### config.mk
export PLATFORM = sky130hd
export DESIGN_NAME = gpio_ctrl_v2_flat
export DESIGN_NICKNAME = d
export VERILOG_FILES = /design/src/rtl/gpio_v2_pkg.sv /design/src/rtl/gpio_ctrl_v2_if.sv /design/src/rtl/gpio_v2_infilt.sv /design/src/rtl/gpio_ctrl_v2.sv /design/src/flat_wrapper.sv
export SDC_FILE = /design/constraint.sdc
export NUM_CORES = 1
export LEC_CHECK = 0
export BUFFER_PORTS_ARGS = -buffer_cell sky130_fd_sc_hd__clkbuf_2
export CORE_MARGIN = 2
export CORE_UTILIZATION = 45
export CTS_CLUSTER_DIAMETER = 120
export CTS_CLUSTER_SIZE = 28
export DETAILED_ROUTE_END_ITERATION = 12
export GPL_ROUTABILITY_DRIVEN = 0
export SYNTH_ARGS = -nofsm -noshare
export SYNTH_HDL_FRONTEND = slang
export SYNTH_HIERARCHICAL = 1
export SYNTH_SLANG_ARGS = --single-unit
### constraint.sdc
create_clock -name sys_clk -period 5.83 [get_ports sys_clk]
set_input_delay 0.583 -clock sys_clk [delete_from_list [all_inputs] [get_ports sys_clk]]
set_output_delay 0.583 -clock sys_clk [all_outputs]
set_load 0.005 [all_outputs]
### src/rtl/gpio_v2_pkg.sv
`default_nettype none
// ============================================================================
// Module      : gpio_v2_pkg
// Description : Shared constants for the gpio_ctrl_v2 controller: register
//               byte addresses, CTRL bit positions and the debounce threshold.
// Revision    : 1.0 - initial release
// ============================================================================
package gpio_v2_pkg;

  // Register byte addresses (full 32-bit compare)
  localparam logic [31:0] ADR_IN      = 32'h0000_0000;
  localparam logic [31:0] ADR_OUT     = 32'h0000_0004;
  localparam logic [31:0] ADR_OE      = 32'h0000_0008;
  localparam logic [31:0] ADR_INTE    = 32'h0000_000C;
  localparam logic [31:0] ADR_PTRIG   = 32'h0000_0010;
  localparam logic [31:0] ADR_AUX     = 32'h0000_0014;
  localparam logic [31:0] ADR_CTRL    = 32'h0000_0018;
  localparam logic [31:0] ADR_INTS    = 32'h0000_001C;
  localparam logic [31:0] ADR_BOTH    = 32'h0000_0020;
  localparam logic [31:0] ADR_OUT_SET = 32'h0000_0024;
  localparam logic [31:0] ADR_OUT_CLR = 32'h0000_0028;
  localparam logic [31:0] ADR_OUT_TGL = 32'h0000_002C;
  localparam logic [31:0] ADR_DEB_EN  = 32'h0000_0030;
  localparam logic [31:0] ADR_DEB_PRD = 32'h0000_0034;

  // CTRL register bit positions
  localparam int CTRL_INTE_GLOBAL = 0;
  localparam int CTRL_INTS_ANY    = 1;

  // Number of consecutive disagreeing ticks before the filter follows syn
  localparam logic [1:0] DEB_THRESH = 2'd3;

endpackage
`default_nettype wire

### src/rtl/gpio_ctrl_v2_if.sv
`default_nettype none
// ============================================================================
// Module      : gpio_ctrl_v2_if
// Description : Register bus between the fabric (master) and gpio_ctrl_v2
//               (slave).
//   gpio_we     : single-cycle write strobe
//   gpio_adr    : byte address
//   gpio_dat_i  : write data
//   gpio_dat_o  : registered read data
//   gpio_inta_o : interrupt request
// Revision    : 1.0 - initial release
// ============================================================================
interface gpio_ctrl_v2_if;
  logic        gpio_we;
  logic [31:0] gpio_adr;
  logic [31:0] gpio_dat_i;
  logic [31:0] gpio_dat_o;
  logic        gpio_inta_o;

  modport master (
    output gpio_we, gpio_adr, gpio_dat_i,
    input  gpio_dat_o, gpio_inta_o
  );

  modport slave (
    input  gpio_we, gpio_adr, gpio_dat_i,
    output gpio_dat_o, gpio_inta_o
  );
endinterface
`default_nettype wire

### src/rtl/gpio_v2_infilt.sv
`default_nettype none
// ============================================================================
// Module      : gpio_v2_infilt
// Description : Per-bit input synchroniser followed by a tick-driven
//               debounce filter.
//   sys_clk, sys_rst : clock, synchronous active-high reset
//   in_pad_i         : asynchronous pad inputs
//   tick             : prescaler tick that advances the debounce counters
//   deb_en           : per-bit filter enable (0 = filt follows syn directly)
//   filt             : filtered input (registered)
//   filt_nxt         : value filt takes at the next edge
// Revision    : 1.0 - initial release
// ============================================================================
module gpio_v2_infilt #(
  parameter int WIDTH       = 32,
  parameter int SYNC_STAGES = 2
) (
  input  wire logic             sys_clk,
  input  wire logic             sys_rst,
  input  wire logic [WIDTH-1:0] in_pad_i,
  input  wire logic             tick,
  input  wire logic [WIDTH-1:0] deb_en,
  output logic      [WIDTH-1:0] filt,
  output logic      [WIDTH-1:0] filt_nxt
);
  import gpio_v2_pkg::*;

  logic [SYNC_STAGES-1:0][WIDTH-1:0] sync_q, sync_d;
  logic [WIDTH-1:0]                  syn;
  logic [WIDTH-1:0]                  filt_q, filt_d;
  logic [WIDTH-1:0][1:0]             cnt_q, cnt_d;

  assign syn      = sync_q[SYNC_STAGES-1];
  assign filt     = filt_q;
  assign filt_nxt = filt_d;

  always_comb begin
    // Stage 0 samples the pad, higher stages shift along.
    sync_d = {sync_q[SYNC_STAGES-2:0], in_pad_i};
    filt_d = filt_q;
    cnt_d  = cnt_q;
    for (int i = 0; i < WIDTH; i++) begin
      if (!deb_en[i]) begin
        filt_d[i] = syn[i];
        cnt_d[i]  = 2'd0;
      end else if (tick) begin
        if (syn[i] != filt_q[i]) begin
          // Third disagreeing tick in a row: accept the new level.
          if (cnt_q[i] == DEB_THRESH - 2'd1) begin
            filt_d[i] = syn[i];
            cnt_d[i]  = 2'd0;
          end else begin
            cnt_d[i] = cnt_q[i] + 2'd1;
          end
        end else begin
          cnt_d[i] = 2'd0;
        end
      end
    end
  end

  always_ff @(posedge sys_clk) begin
    if (sys_rst) begin
      sync_q <= '0;
      filt_q <= '0;
      cnt_q  <= '0;
    end else begin
      sync_q <= sync_d;
      filt_q <= filt_d;
      cnt_q  <= cnt_d;
    end
  end

endmodule
`default_nettype wire

### src/rtl/gpio_ctrl_v2.sv
`default_nettype none
// ============================================================================
// Module      : gpio_ctrl_v2
// Description : Parametrised GPIO controller with register-mapped bus slave,
//               input synchroniser/debounce, edge interrupts (W1C status)
//               and atomic set/clear/toggle output aliases.
//   sys_clk, sys_rst : clock, synchronous active-high reset
//   bus              : register bus (slave side)
//   aux_i            : alternate-function output data
//   in_pad_i         : asynchronous pad inputs
//   out_pad_o        : pad output data
//   oen_padoe_o      : pad output enable (1 = drive)
// Revision    : 1.0 - initial release
// ============================================================================
module gpio_ctrl_v2 #(
  parameter int WIDTH       = 32,
  parameter int SYNC_STAGES = 2,
  parameter int DEB_CNT_W   = 8
) (
  input  wire logic             sys_clk,
  input  wire logic             sys_rst,
  gpio_ctrl_v2_if.slave         bus,
  input  wire logic [WIDTH-1:0] aux_i,
  input  wire logic [WIDTH-1:0] in_pad_i,
  output logic      [WIDTH-1:0] out_pad_o,
  output logic      [WIDTH-1:0] oen_padoe_o
);
  import gpio_v2_pkg::*;

  logic [WIDTH-1:0]     out_q, out_d, oe_q, oe_d, inte_q, inte_d;
  logic [WIDTH-1:0]     ptrig_q, ptrig_d, aux_q, aux_d, both_q, both_d;
  logic [WIDTH-1:0]     deb_en_q, deb_en_d, ints_q, ints_d;
  logic                 gie_q, gie_d, inta_q, inta_d;
  logic [DEB_CNT_W-1:0] prd_q, prd_d, pcnt_q, pcnt_d;
  logic [31:0]          dat_o_q, dat_o_d;

  logic [WIDTH-1:0]     wdat, w1c, filt, filt_nxt, rise, fall, ev;
  logic                 tick, wr_prd;

  gpio_v2_infilt #(
    .WIDTH       (WIDTH),
    .SYNC_STAGES (SYNC_STAGES)
  ) u_infilt (
    .sys_clk  (sys_clk),
    .sys_rst  (sys_rst),
    .in_pad_i (in_pad_i),
    .tick     (tick),
    .deb_en   (deb_en_q),
    .filt     (filt),
    .filt_nxt (filt_nxt)
  );

  assign wdat        = bus.gpio_dat_i[WIDTH-1:0];
  assign out_pad_o   = (out_q & ~aux_q) | (aux_i & aux_q);
  assign oen_padoe_o = oe_q;
  assign bus.gpio_dat_o  = dat_o_q;
  assign bus.gpio_inta_o = inta_q;

  // Edges are judged on the filter's next value so INTS sets on the same
  // edge that filt changes.
  assign rise = ~filt & filt_nxt;
  assign fall = filt & ~filt_nxt;
  assign ev   = inte_q & ((both_q & (rise | fall)) |
                          (~both_q & ((ptrig_q & rise) | (~ptrig_q & fall))));

  always_comb begin
    out_d    = out_q;
    oe_d     = oe_q;
    inte_d   = inte_q;
    ptrig_d  = ptrig_q;
    aux_d    = aux_q;
    both_d   = both_q;
    deb_en_d = deb_en_q;
    gie_d    = gie_q;
    prd_d    = prd_q;
    w1c      = '0;
    wr_prd   = 1'b0;
    if (bus.gpio_we) begin
      case (bus.gpio_adr)
        ADR_OUT:     out_d    = wdat;
        ADR_OE:      oe_d     = wdat;
        ADR_INTE:    inte_d   = wdat;
        ADR_PTRIG:   ptrig_d  = wdat;
        ADR_AUX:     aux_d    = wdat;
        ADR_CTRL:    gie_d    = bus.gpio_dat_i[CTRL_INTE_GLOBAL];
        ADR_INTS:    w1c      = wdat;
        ADR_BOTH:    both_d   = wdat;
        ADR_OUT_SET: out_d    = out_q | wdat;
        ADR_OUT_CLR: out_d    = out_q & ~wdat;
        ADR_OUT_TGL: out_d    = out_q ^ wdat;
        ADR_DEB_EN:  deb_en_d = wdat;
        ADR_DEB_PRD: begin
          prd_d  = bus.gpio_dat_i[DEB_CNT_W-1:0];
          wr_prd = 1'b1;
        end
        default: ;
      endcase
    end

    // New events win over a simultaneous clear.
    ints_d = (ints_q & ~w1c) | (ev & {WIDTH{gie_q}});
    inta_d = gie_q & (|ints_q);

    tick   = (pcnt_q == prd_q);
    pcnt_d = (wr_prd || tick) ? '0 : pcnt_q + 1'b1;

    dat_o_d = '0;
    case (bus.gpio_adr)
      ADR_IN:      dat_o_d[WIDTH-1:0] = filt;
      ADR_OUT:     dat_o_d[WIDTH-1:0] = out_q;
      ADR_OE:      dat_o_d[WIDTH-1:0] = oe_q;
      ADR_INTE:    dat_o_d[WIDTH-1:0] = inte_q;
      ADR_PTRIG:   dat_o_d[WIDTH-1:0] = ptrig_q;
      ADR_AUX:     dat_o_d[WIDTH-1:0] = aux_q;
      ADR_CTRL: begin
        dat_o_d[CTRL_INTE_GLOBAL] = gie_q;
        dat_o_d[CTRL_INTS_ANY]    = |ints_q;
      end
      ADR_INTS:    dat_o_d[WIDTH-1:0] = ints_q;
      ADR_BOTH:    dat_o_d[WIDTH-1:0] = both_q;
      ADR_DEB_EN:  dat_o_d[WIDTH-1:0] = deb_en_q;
      ADR_DEB_PRD: dat_o_d[DEB_CNT_W-1:0] = prd_q;
      default: ;
    endcase
  end

  always_ff @(posedge sys_clk) begin
    if (sys_rst) begin
      out_q    <= '0;
      oe_q     <= '0;
      inte_q   <= '0;
      ptrig_q  <= '0;
      aux_q    <= '0;
      both_q   <= '0;
      deb_en_q <= '0;
      ints_q   <= '0;
      gie_q    <= 1'b0;
      inta_q   <= 1'b0;
      prd_q    <= '0;
      pcnt_q   <= '0;
      dat_o_q  <= '0;
    end else begin
      out_q    <= out_d;
      oe_q     <= oe_d;
      inte_q   <= inte_d;
      ptrig_q  <= ptrig_d;
      aux_q    <= aux_d;
      both_q   <= both_d;
      deb_en_q <= deb_en_d;
      ints_q   <= ints_d;
      gie_q    <= gie_d;
      inta_q   <= inta_d;
      prd_q    <= prd_d;
      pcnt_q   <= pcnt_d;
      dat_o_q  <= dat_o_d;
    end
  end

endmodule
`default_nettype wire

### src/flat_wrapper.sv
// flat-port wrapper written by rule: the top's interface ports become plain ports
module gpio_ctrl_v2_flat import gpio_v2_pkg::*;
#(
  parameter int WIDTH       = 32,
  parameter int SYNC_STAGES = 2,
  parameter int DEB_CNT_W   = 8
)
  (sys_clk, sys_rst, aux_i, in_pad_i, out_pad_o, oen_padoe_o, bus_gpio_we, bus_gpio_adr, bus_gpio_dat_i, bus_gpio_dat_o, bus_gpio_inta_o);
  gpio_ctrl_v2_if bus_i ();
  input  wire logic sys_clk;
  input  wire logic sys_rst;
  input  wire logic [WIDTH-1:0] aux_i;
  input  wire logic [WIDTH-1:0] in_pad_i;
  output logic      [WIDTH-1:0] out_pad_o;
  output logic      [WIDTH-1:0] oen_padoe_o;
  input wire logic [$bits(bus_i.gpio_we)-1:0] bus_gpio_we;
  input wire logic [$bits(bus_i.gpio_adr)-1:0] bus_gpio_adr;
  input wire logic [$bits(bus_i.gpio_dat_i)-1:0] bus_gpio_dat_i;
  output wire logic [$bits(bus_i.gpio_dat_o)-1:0] bus_gpio_dat_o;
  output wire logic [$bits(bus_i.gpio_inta_o)-1:0] bus_gpio_inta_o;
  assign bus_i.gpio_we = bus_gpio_we;
  assign bus_i.gpio_adr = bus_gpio_adr;
  assign bus_i.gpio_dat_i = bus_gpio_dat_i;
  assign bus_gpio_dat_o = bus_i.gpio_dat_o;
  assign bus_gpio_inta_o = bus_i.gpio_inta_o;
  gpio_ctrl_v2 #(.WIDTH(WIDTH), .SYNC_STAGES(SYNC_STAGES), .DEB_CNT_W(DEB_CNT_W)) u_core (.sys_clk(sys_clk), .sys_rst(sys_rst), .bus(bus_i), .aux_i(aux_i), .in_pad_i(in_pad_i), .out_pad_o(out_pad_o), .oen_padoe_o(oen_padoe_o));
endmodule
# Yosys cells after proc, flatten, opt, wreduce, memory -nomap -nowiden

Index checks and enable logic that the tools add are counted.

Logic and storage cells: 464
Bits in registers: 466
Output and inout bits: 97
Input port bits: 131

Reductions and logical operators: 46
Multiplexer cells: 200
Add/subtract/negate cells: 33
Equality and inequality tests: 78
Bitwise operators: 59

Operators with widths:

| operator                                                         | count |
|---|---|
| 32-bit bitwise AND                                               | 12 |
| 32-bit NOT                                                       | 7 |
| 24-bit one-hot mux with 9 select lines                           | 1 |
| 32-bit by 6-bit == test with 1-bit output, second input constant | 6 |
| 32-bit OR                                                        | 6 |
| 1-bit 2-to-1 mux                                                 | 130 |
| 32-bit by 5-bit == test with 1-bit output, second input constant | 4 |
| 2-bit 2-to-1 mux                                                 | 64 |
| 32-bit one-hot mux with 4 select lines                           | 1 |
| 2-bit OR reduction                                               | 33 |
| 2-bit by 1-bit adder with 2-bit output, second input constant    | 32 |
| 2-bit == test, second input constant                             | 32 |
| 32-bit by 4-bit == test with 1-bit output, second input constant | 2 |
| 32-bit 2-to-1 mux                                                | 2 |
| 6-bit one-hot mux with 10 select lines                           | 1 |
| 32-bit by 3-bit == test with 1-bit output, second input constant | 1 |
| 32-bit zero test                                                 | 1 |
| 1-bit != test                                                    | 32 |
| 1-bit NOT                                                        | 32 |
| 32-bit OR reduction                                              | 1 |
| 32-bit bitwise XOR                                               | 1 |
| 2-bit one-hot mux with 11 select lines                           | 1 |
| 2-bit AND reduction                                              | 9 |
| 8-bit by 1-bit adder with 8-bit output, second input constant    | 1 |
| 4 further kinds                                                  | 4 |

# Logic depth before layout (Yosys ltp)

Depth in word-level cells: 14
Depth in mapped cells: 15
Gate-level depth less buffers: 13

# Modules after synthesis

The synthesis kept the hierarchy.

Modules (own cells, without submodules):

| module         | area an instance (µm²) | cells an instance | sequential area each (µm²) | instances |
|---|---|---|---|---|
| gpio_ctrl_v2   | 16559.6                | 2174              | 6125.9                     | 1 |
| gpio_v2_infilt | 7134.3                 | 773               | 3203.1                     | 1 |

# Worst setup path after synthesis

OpenSTA, ideal clock, no wires.

Kind: input to register
Start point: in bus_gpio_adr[5]
End point: reg u_core.out_q[0]
Setup time: 0.132 ns
Arrival time: 2.434 ns
Cell stages on the path: 9
Buffers on the path: 3
Setup slack: 3.264 ns
Cell sequence: buf_2 or3_4 or2_0 buf_2 nor4_4 o21ai_1 clkbuf_1 nand2_1 a21oi_1

Longest elaborated chain between the ends: 3
Elaborated cells on any way between the ends: 7
Classes of those cells: eq/ne: 4; mux: 1; reduce/logical: 2

RTL lines:

| item                                                                                                   | line                | RTL |
|---|---|---|
| start: declaration                                                                                     | flat_wrapper.sv:17  | `input wire logic [$bits(bus_i.gpio_adr)-1:0] bus_gpio_adr;` |
| 32-bit by 6-bit == test with 1-bit output or 32-bit by 3-bit == test with 1-bit output (tied branches) | gpio_ctrl_v2.sv:79  | `case (bus.gpio_adr)` |
| 4-bit nonzero test (no line)                                                                           | --                  |  |
| 2-bit AND reduction (no line)                                                                          | --                  |  |
| end signal: assignment                                                                                 | gpio_ctrl_v2.sv:143 | `out_q <= out_d;` |
| end: declaration                                                                                       | gpio_ctrl_v2.sv:30  | `logic [WIDTH-1:0] out_q, out_d, oe_q, oe_d, inte_q, inte_d;` |

Several ways; a longest one is shown, not always the timed one.
A chain may end at the register's enable or synchronous reset.

# Worst setup path in the final report

Start point: reg u_core.prd_q[3]
End point: reg u_core.ints_q[16]

Longest elaborated chain between the ends: 12
Elaborated cells on any way between the ends: 16
Classes of those cells: eq/ne: 1; mux: 2; bitwise: 13

RTL lines:

| item                     | line                 | RTL |
|---|---|---|
| start: declaration       | gpio_ctrl_v2.sv:34   | `logic [DEB_CNT_W-1:0] prd_q, prd_d, pcnt_q, pcnt_d;` |
| start signal: assignment | gpio_ctrl_v2.sv:153  | `prd_q <= prd_d;` |
| 8-bit == test (*)        | gpio_ctrl_v2.sv:104  | `tick = (pcnt_q == prd_q);` |
| via u_core.tick          | gpio_ctrl_v2.sv:38   | `logic tick, wr_prd;` |
| 1-bit 2-to-1 mux (*)     | gpio_v2_infilt.sv:46 | `end else if (tick) begin` |
| 1-bit 2-to-1 mux (*)     | gpio_v2_infilt.sv:43 | `if (!deb_en[i]) begin` |
| via u_core.filt_nxt[16]  | gpio_ctrl_v2.sv:37   | `logic [WIDTH-1:0] wdat, w1c, filt, filt_nxt, rise, fall, ev;` |
| 32-bit NOT               | gpio_ctrl_v2.sv:62   | `assign fall = filt & ~filt_nxt;` |
| 32-bit bitwise AND       | gpio_ctrl_v2.sv:62   |  |
| 32-bit bitwise AND       | gpio_ctrl_v2.sv:64   | `(~both_q & ((ptrig_q & rise) \| (~ptrig_q & fall))));` |
| 32-bit OR                | gpio_ctrl_v2.sv:64   |  |
| 32-bit bitwise AND       | gpio_ctrl_v2.sv:64   |  |
| 32-bit OR (*)            | gpio_ctrl_v2.sv:63   | `assign ev = inte_q & ((both_q & (rise \| fall)) \|` |
| 32-bit bitwise AND (*)   | gpio_ctrl_v2.sv:63   |  |
| 32-bit bitwise AND (*)   | gpio_ctrl_v2.sv:101  | `ints_d = (ints_q & ~w1c) \| (ev & {WIDTH{gie_q}});` |
| 32-bit OR (*)            | gpio_ctrl_v2.sv:101  |  |
| end signal: assignment   | gpio_ctrl_v2.sv:150  | `ints_q <= ints_d;` |
| end: declaration         | gpio_ctrl_v2.sv:32   | `logic [WIDTH-1:0] deb_en_q, deb_en_d, ints_q, ints_d;` |

The timed path passes the listed nets; every way through them passes the cells marked *.

==> results_tabular.tex <==
\begin{tabular}{lr}
\hline
Metric & Value \\
\hline
\multicolumn{2}{l}{\textbf{Finish}} \\
\quad P\&R area growth vs syn & 8.227\% \\
\quad Net total in the final layout & about 3300 \\
\quad Most common cell after layout, fill and taps aside & nand2\_1 \\
\quad Top library cells by usage in the layout, fill and taps aside & nand2\_1 (537), dfxtp\_1 (465), a21oi\_1 (298), clkbuf\_2 (226), inv\_1 (162) \\
\quad Fraction of final layout cells with drive strength greater than 1 & between 10\% and 20\% \\
\multicolumn{2}{l}{\textbf{Synthesis}} \\
\quad Distinct cell type count of the synthesized netlist & 58 \\
\quad Synthesized Nets & 3207 \\
\quad Share of the synthesized area in compound gates (AO/OA/AOI/OAI) & between 10\% and 20\% \\
\quad Adder-cell area share of the yosys netlist & under 10\% \\
\quad Post-synthesis instance area & approximately 24000 um\^{}2 \\
\quad Mux cell area share after synthesis & 2.001\% \\
\quad Post-synthesis async set-or-reset flop share & 0\% \\
\quad Number of synthesized flops with an enable pin & 0 \\
\quad Yosys Warn Count & 6 \\
\quad Dominant register cell in the synthesized netlist & dfxtp\_1 \\
\quad Instance count of the mapped netlist & $\sim$2900 \\
\quad Avg Synthesized Cell Area & $\sim$8.0 um\^{}2 \\
\quad Share of the yosys chip area belonging to registers & between 30\% and 40\% \\
\quad Main combinational cell family by area after synthesis & simple AND/OR/NAND/NOR gates \\
\quad Simple-gate area share of the yosys netlist & 24.38\% \\
\quad Flops \& latches, synth & around 470 \\
\quad Synthesized-area fraction occupied by xor and xnor cells & 1.700\% \\
\multicolumn{2}{l}{\textbf{Worst setup path}} \\
\quad Maximum fanout along the worst path & between 100 and 150 \\
\quad Worst Setup End Kind & flip-flop \\
\quad Data required time at the worst endpoint & between 6000 and 7000 ps \\
\quad Crit path launch type & flip-flop \\
\quad WP data arrival & around 4000 ps \\
\quad WS Path Type & reg2reg \\
\multicolumn{2}{l}{\textbf{Run status}} \\
\quad Result of the run & completed \\
\multicolumn{2}{l}{\textbf{Clock tree}} \\
\quad CTS clock-pin slew for the worst setup and hold paths & between 100 and 150 ps \\
\quad TritonCTS clock tree & yes \\
\quad CTS root buf & clkbuf\_16 \\
\quad Post-CTS Resized & 0 \\
\quad Htree depth & 1 \\
\quad Number of clock buffers inserted by TritonCTS & 20 \\
\quad Number of setup buffers added after CTS & 0 \\
\quad Source-to-sink clock delay at the later pin of the worst-skew pair & $\sim$570 ps \\
\quad Buffer depth of the longest clock path & 3 \\
\quad Number of buffers inserted by hold repair at cts & 0 \\
\quad CTS Sinks & about 470 \\
\multicolumn{2}{l}{\textbf{Timing}} \\
\quad Period utilisation layout & roughly three fifths \\
\quad Upper clock frequency limit & 278.4 MHz \\
\quad Max-slew violation count & 0 \\
\quad Total count of hold-check failures in the final report & 0 \\
\quad Slew margin rel. & 7.270\% \\
\quad Unrepaired setup endpoints after global routing & false \\
\quad Transition at the pin with the smallest max-transition slack & 1381 ps \\
\quad Count of final setup violators & 0 \\
\quad Final Critical Period & around 3600 ps \\
\quad Clock Skew & around 21 ps \\
\quad Setup TNS & 0 ps \\
\multicolumn{2}{l}{\textbf{Place}} \\
\quad Number of I/O port buffers & 227 \\
\quad Detail Placement HPWL & 54.04 mm \\
\multicolumn{2}{l}{\textbf{Hold path}} \\
\quad Worst Hold Class & in2reg \\
\multicolumn{2}{l}{\textbf{Floorplanning}} \\
\quad Core region area & approximately 52000 um\^{}2 \\
\quad Die X-Extent & about 230 um \\
\quad Placement row count & 84 \\
\quad Die area & around 55000 um\^{}2 \\
\quad Initial standard-cell utilization of the core & between 40\% and 50\% \\
\quad Total I/O pin count & around 230 \\
\quad Vertical die dimension & around 230 um \\
\multicolumn{2}{l}{\textbf{Power}} \\
\quad Cell leakage power & 9.113 nW \\
\quad Largest vdd supply drop & roughly 0.17 mV \\
\quad P per Cell Area & about 210 nW/um\^{}2 \\
\quad Power, Total & 5.291 mW \\
\multicolumn{2}{l}{\textbf{Global routing}} \\
\quad Initial antenna violation count & 4 \\
\quad Maximum number of pins on one net before global-route repair & between 150 and 200 \\
\quad Combined global-route utilization of all metal layers & between 20\% and 30\% \\
\quad Gr ovfl total & 0 \\
\quad Wire length of the first global-routing pass & $\sim$120 mm \\
\quad Vias in the first global route & $\sim$20000 \\
\multicolumn{2}{l}{\textbf{Routing}} \\
\quad Via-to-Cell Ratio & between 5 and 6 \\
\quad Via total after detailed routing & $\sim$22000 \\
\quad Sum of routed wire length over all layers & 78.61 mm \\
\quad Detailed-routing iteration count for the pre-antenna-repair pass & 9 \\
\quad Number of DRC violations after detailed-routing iteration 0 & 2862 \\
\quad DR DRC count & 0 \\
\quad Antenna-violating nets left & 0 \\
\quad Drt wl/cell & 21.21 um \\
\multicolumn{2}{l}{\textbf{Run}} \\
\quad Max capacitance violation total & 0 \\
\hline
\end{tabular}
==> layer usage <==
metal | part of all wire, % | vias up | track usage (%)
li1 | - | 10330 | -
met1 | 46 | 10710 | 42.13
met2 | 41 | 1047 | 39.22
met3 | 10 | 89 | 5.420
met4 | 1.9 | 0 | 6.448
met5 | 0 | - | 0
==> area by class of cell <==
class | count | area [um^2]
tap | 688 | 860.8
fill | 5060 | 26700
inverter | 162 | 608.1
antenna | 3 | 7.507
timing repair buffer | 264 | 1459
sequential | 466 | 9330
clock inverter | 1 | 11.26
multi-input combinational | 2101 | 12840
clock buffer | 21 | 525.5
==> cells by family (layout without fill, tap and decap cells) <==
logic type,after synthesis,after routing
other,0,3
xor gates and xnor gates,46,46
muxes,42,42
and+or+nand+nor,1183,1183
AOI/OAI and AO/OA,701,701
DFF,466,466
adders and majority gates,129,129
buffers and inverters,380,448
==> synth_stat cells, drive strengths merged (2+ instances only) <==
| cell type | count | area, um^2 |
|---|---|---|
| inv | 162 | 608.1 |
| xor2 | 34 | 297.8 |
| a21oi | 298 | 1491 |
| ha | 129 | 1614 |
| o2bb2ai | 3 | 26.28 |
| a211oi | 33 | 247.7 |
| nor4 | 24 | 231.5 |
| o211ai | 22 | 165.2 |
| o21a | 2 | 16.27 |
| nor2b | 128 | 800.8 |
| nor4b | 3 | 26.28 |
| o32ai | 32 | 355.3 |
| nand2b | 77 | 481.7 |
| and3 | 9 | 56.30 |
| a22o | 23 | 201.4 |
| a32oi | 32 | 280.3 |
| a222oi | 31 | 310.3 |
| a22oi | 32 | 240.2 |
| a31oi | 55 | 344.1 |
| nand3 | 129 | 645.6 |
| nor2 | 149 | 559.3 |
| buf | 74 | 431.7 |
| o22ai | 19 | 118.9 |
| a41oi | 6 | 52.55 |
| nand2 | 537 | 2016 |
| nand3b | 65 | 488.0 |
| and2 | 3 | 18.77 |
| or3 | 2 | 17.52 |
| dfxtp | 466 | 9329 |
| mux2 | 33 | 371.6 |
| nand4b | 32 | 280.3 |
| xnor2 | 12 | 105.1 |
| nor3 | 10 | 55.05 |
| or2 | 5 | 31.29 |
| o21ai | 85 | 425.4 |
| nand4 | 7 | 43.79 |
| clkbuf | 144 | 540.5 |
| a221oi | 25 | 219.0 |
| mux2i | 8 | 80.08 |
==> report_power, final <==
part	total, mW	switching, mW	internal (mW)	leakage (nW)
Combinational	0.340	0.220	0.120	5.08
Sequential	3.23	0.0257	3.21	3.77
Clock	1.72	1.06	0.657	0.265
==> metrics by stage <==
stage          std cells  util, %  setup slack [ps]  cell area [um^2]  hold slack (ps)
6_report            3706    48.99              2237             25640            208.3
5_1_grt             3704    48.98              1984             25640            188.6
4_1_cts             3703    48.98              2317             25640            193.9
3_5_place_dp        3681    47.95              1977             25100            428.9
3_3_place_gp        3680    47.94              1997             25090            427.9
2_1_floorplan       2947        -              3264             23690            413.8
==> worst max-delay path, cell delays in order (launching register included) <==
cell and delay [ps]:
dfxtp_1 440, xnor2_1 140, nand4_1 200, nor2_4 600, buf_12 440, nand2_1 130
o211ai_1 240, nand3_1 170, inv_1 90, ha_1 130, nor2b_1 120, a211oi_1 50
a21oi_1 370, a32oi_1 170, nor2_1 130
==> path summary, 6_finish.rpt <==
path | startpoint | endpoint | slack [ps] | cells after the start
max | u_core/prd_q[3]$_SDFFE_PP0P_ | u_core/ints_q[16]$_SDFF_PP0_ | 2240 | 14
min | in_pad_i[1] | u_core/u_infilt/sync_d[33]$_SDFF_PP0_ | 210 | 2
max reg2reg | u_core/prd_q[3]$_SDFFE_PP0P_ | u_core/ints_q[16]$_SDFF_PP0_ | 2240 | 14
min reg2reg | u_core/u_infilt/sync_d[61]$_SDFF_PP0_ | u_core/u_infilt/syn[29]$_SDFF_PP0_ | 430 | 1
==> flip-flops by register name, summed over array words and instances, names as in the netlist <==
signal / cells
u_core/inte_q: 32
u_core/oen_padoe_o: 32
u_core/u_infilt/sync_d: 32
u_core/pcnt_q: 8
u_core/deb_en_q: 32
u_core/ptrig_q: 32
u_core/u_infilt/cnt_q: 64
u_core/aux_q: 32
u_core/bus.gpio_dat_o: 32
u_core/both_q: 32
u_core/u_infilt/filt: 32
u_core/gie_q: 1
u_core/ints_q: 32
u_core/u_infilt/syn: 32
u_core/out_q: 32
u_core/prd_q: 8
u_core/bus.gpio_inta_o: 1
Note: power is estimated with default switching activity, not from simulation.
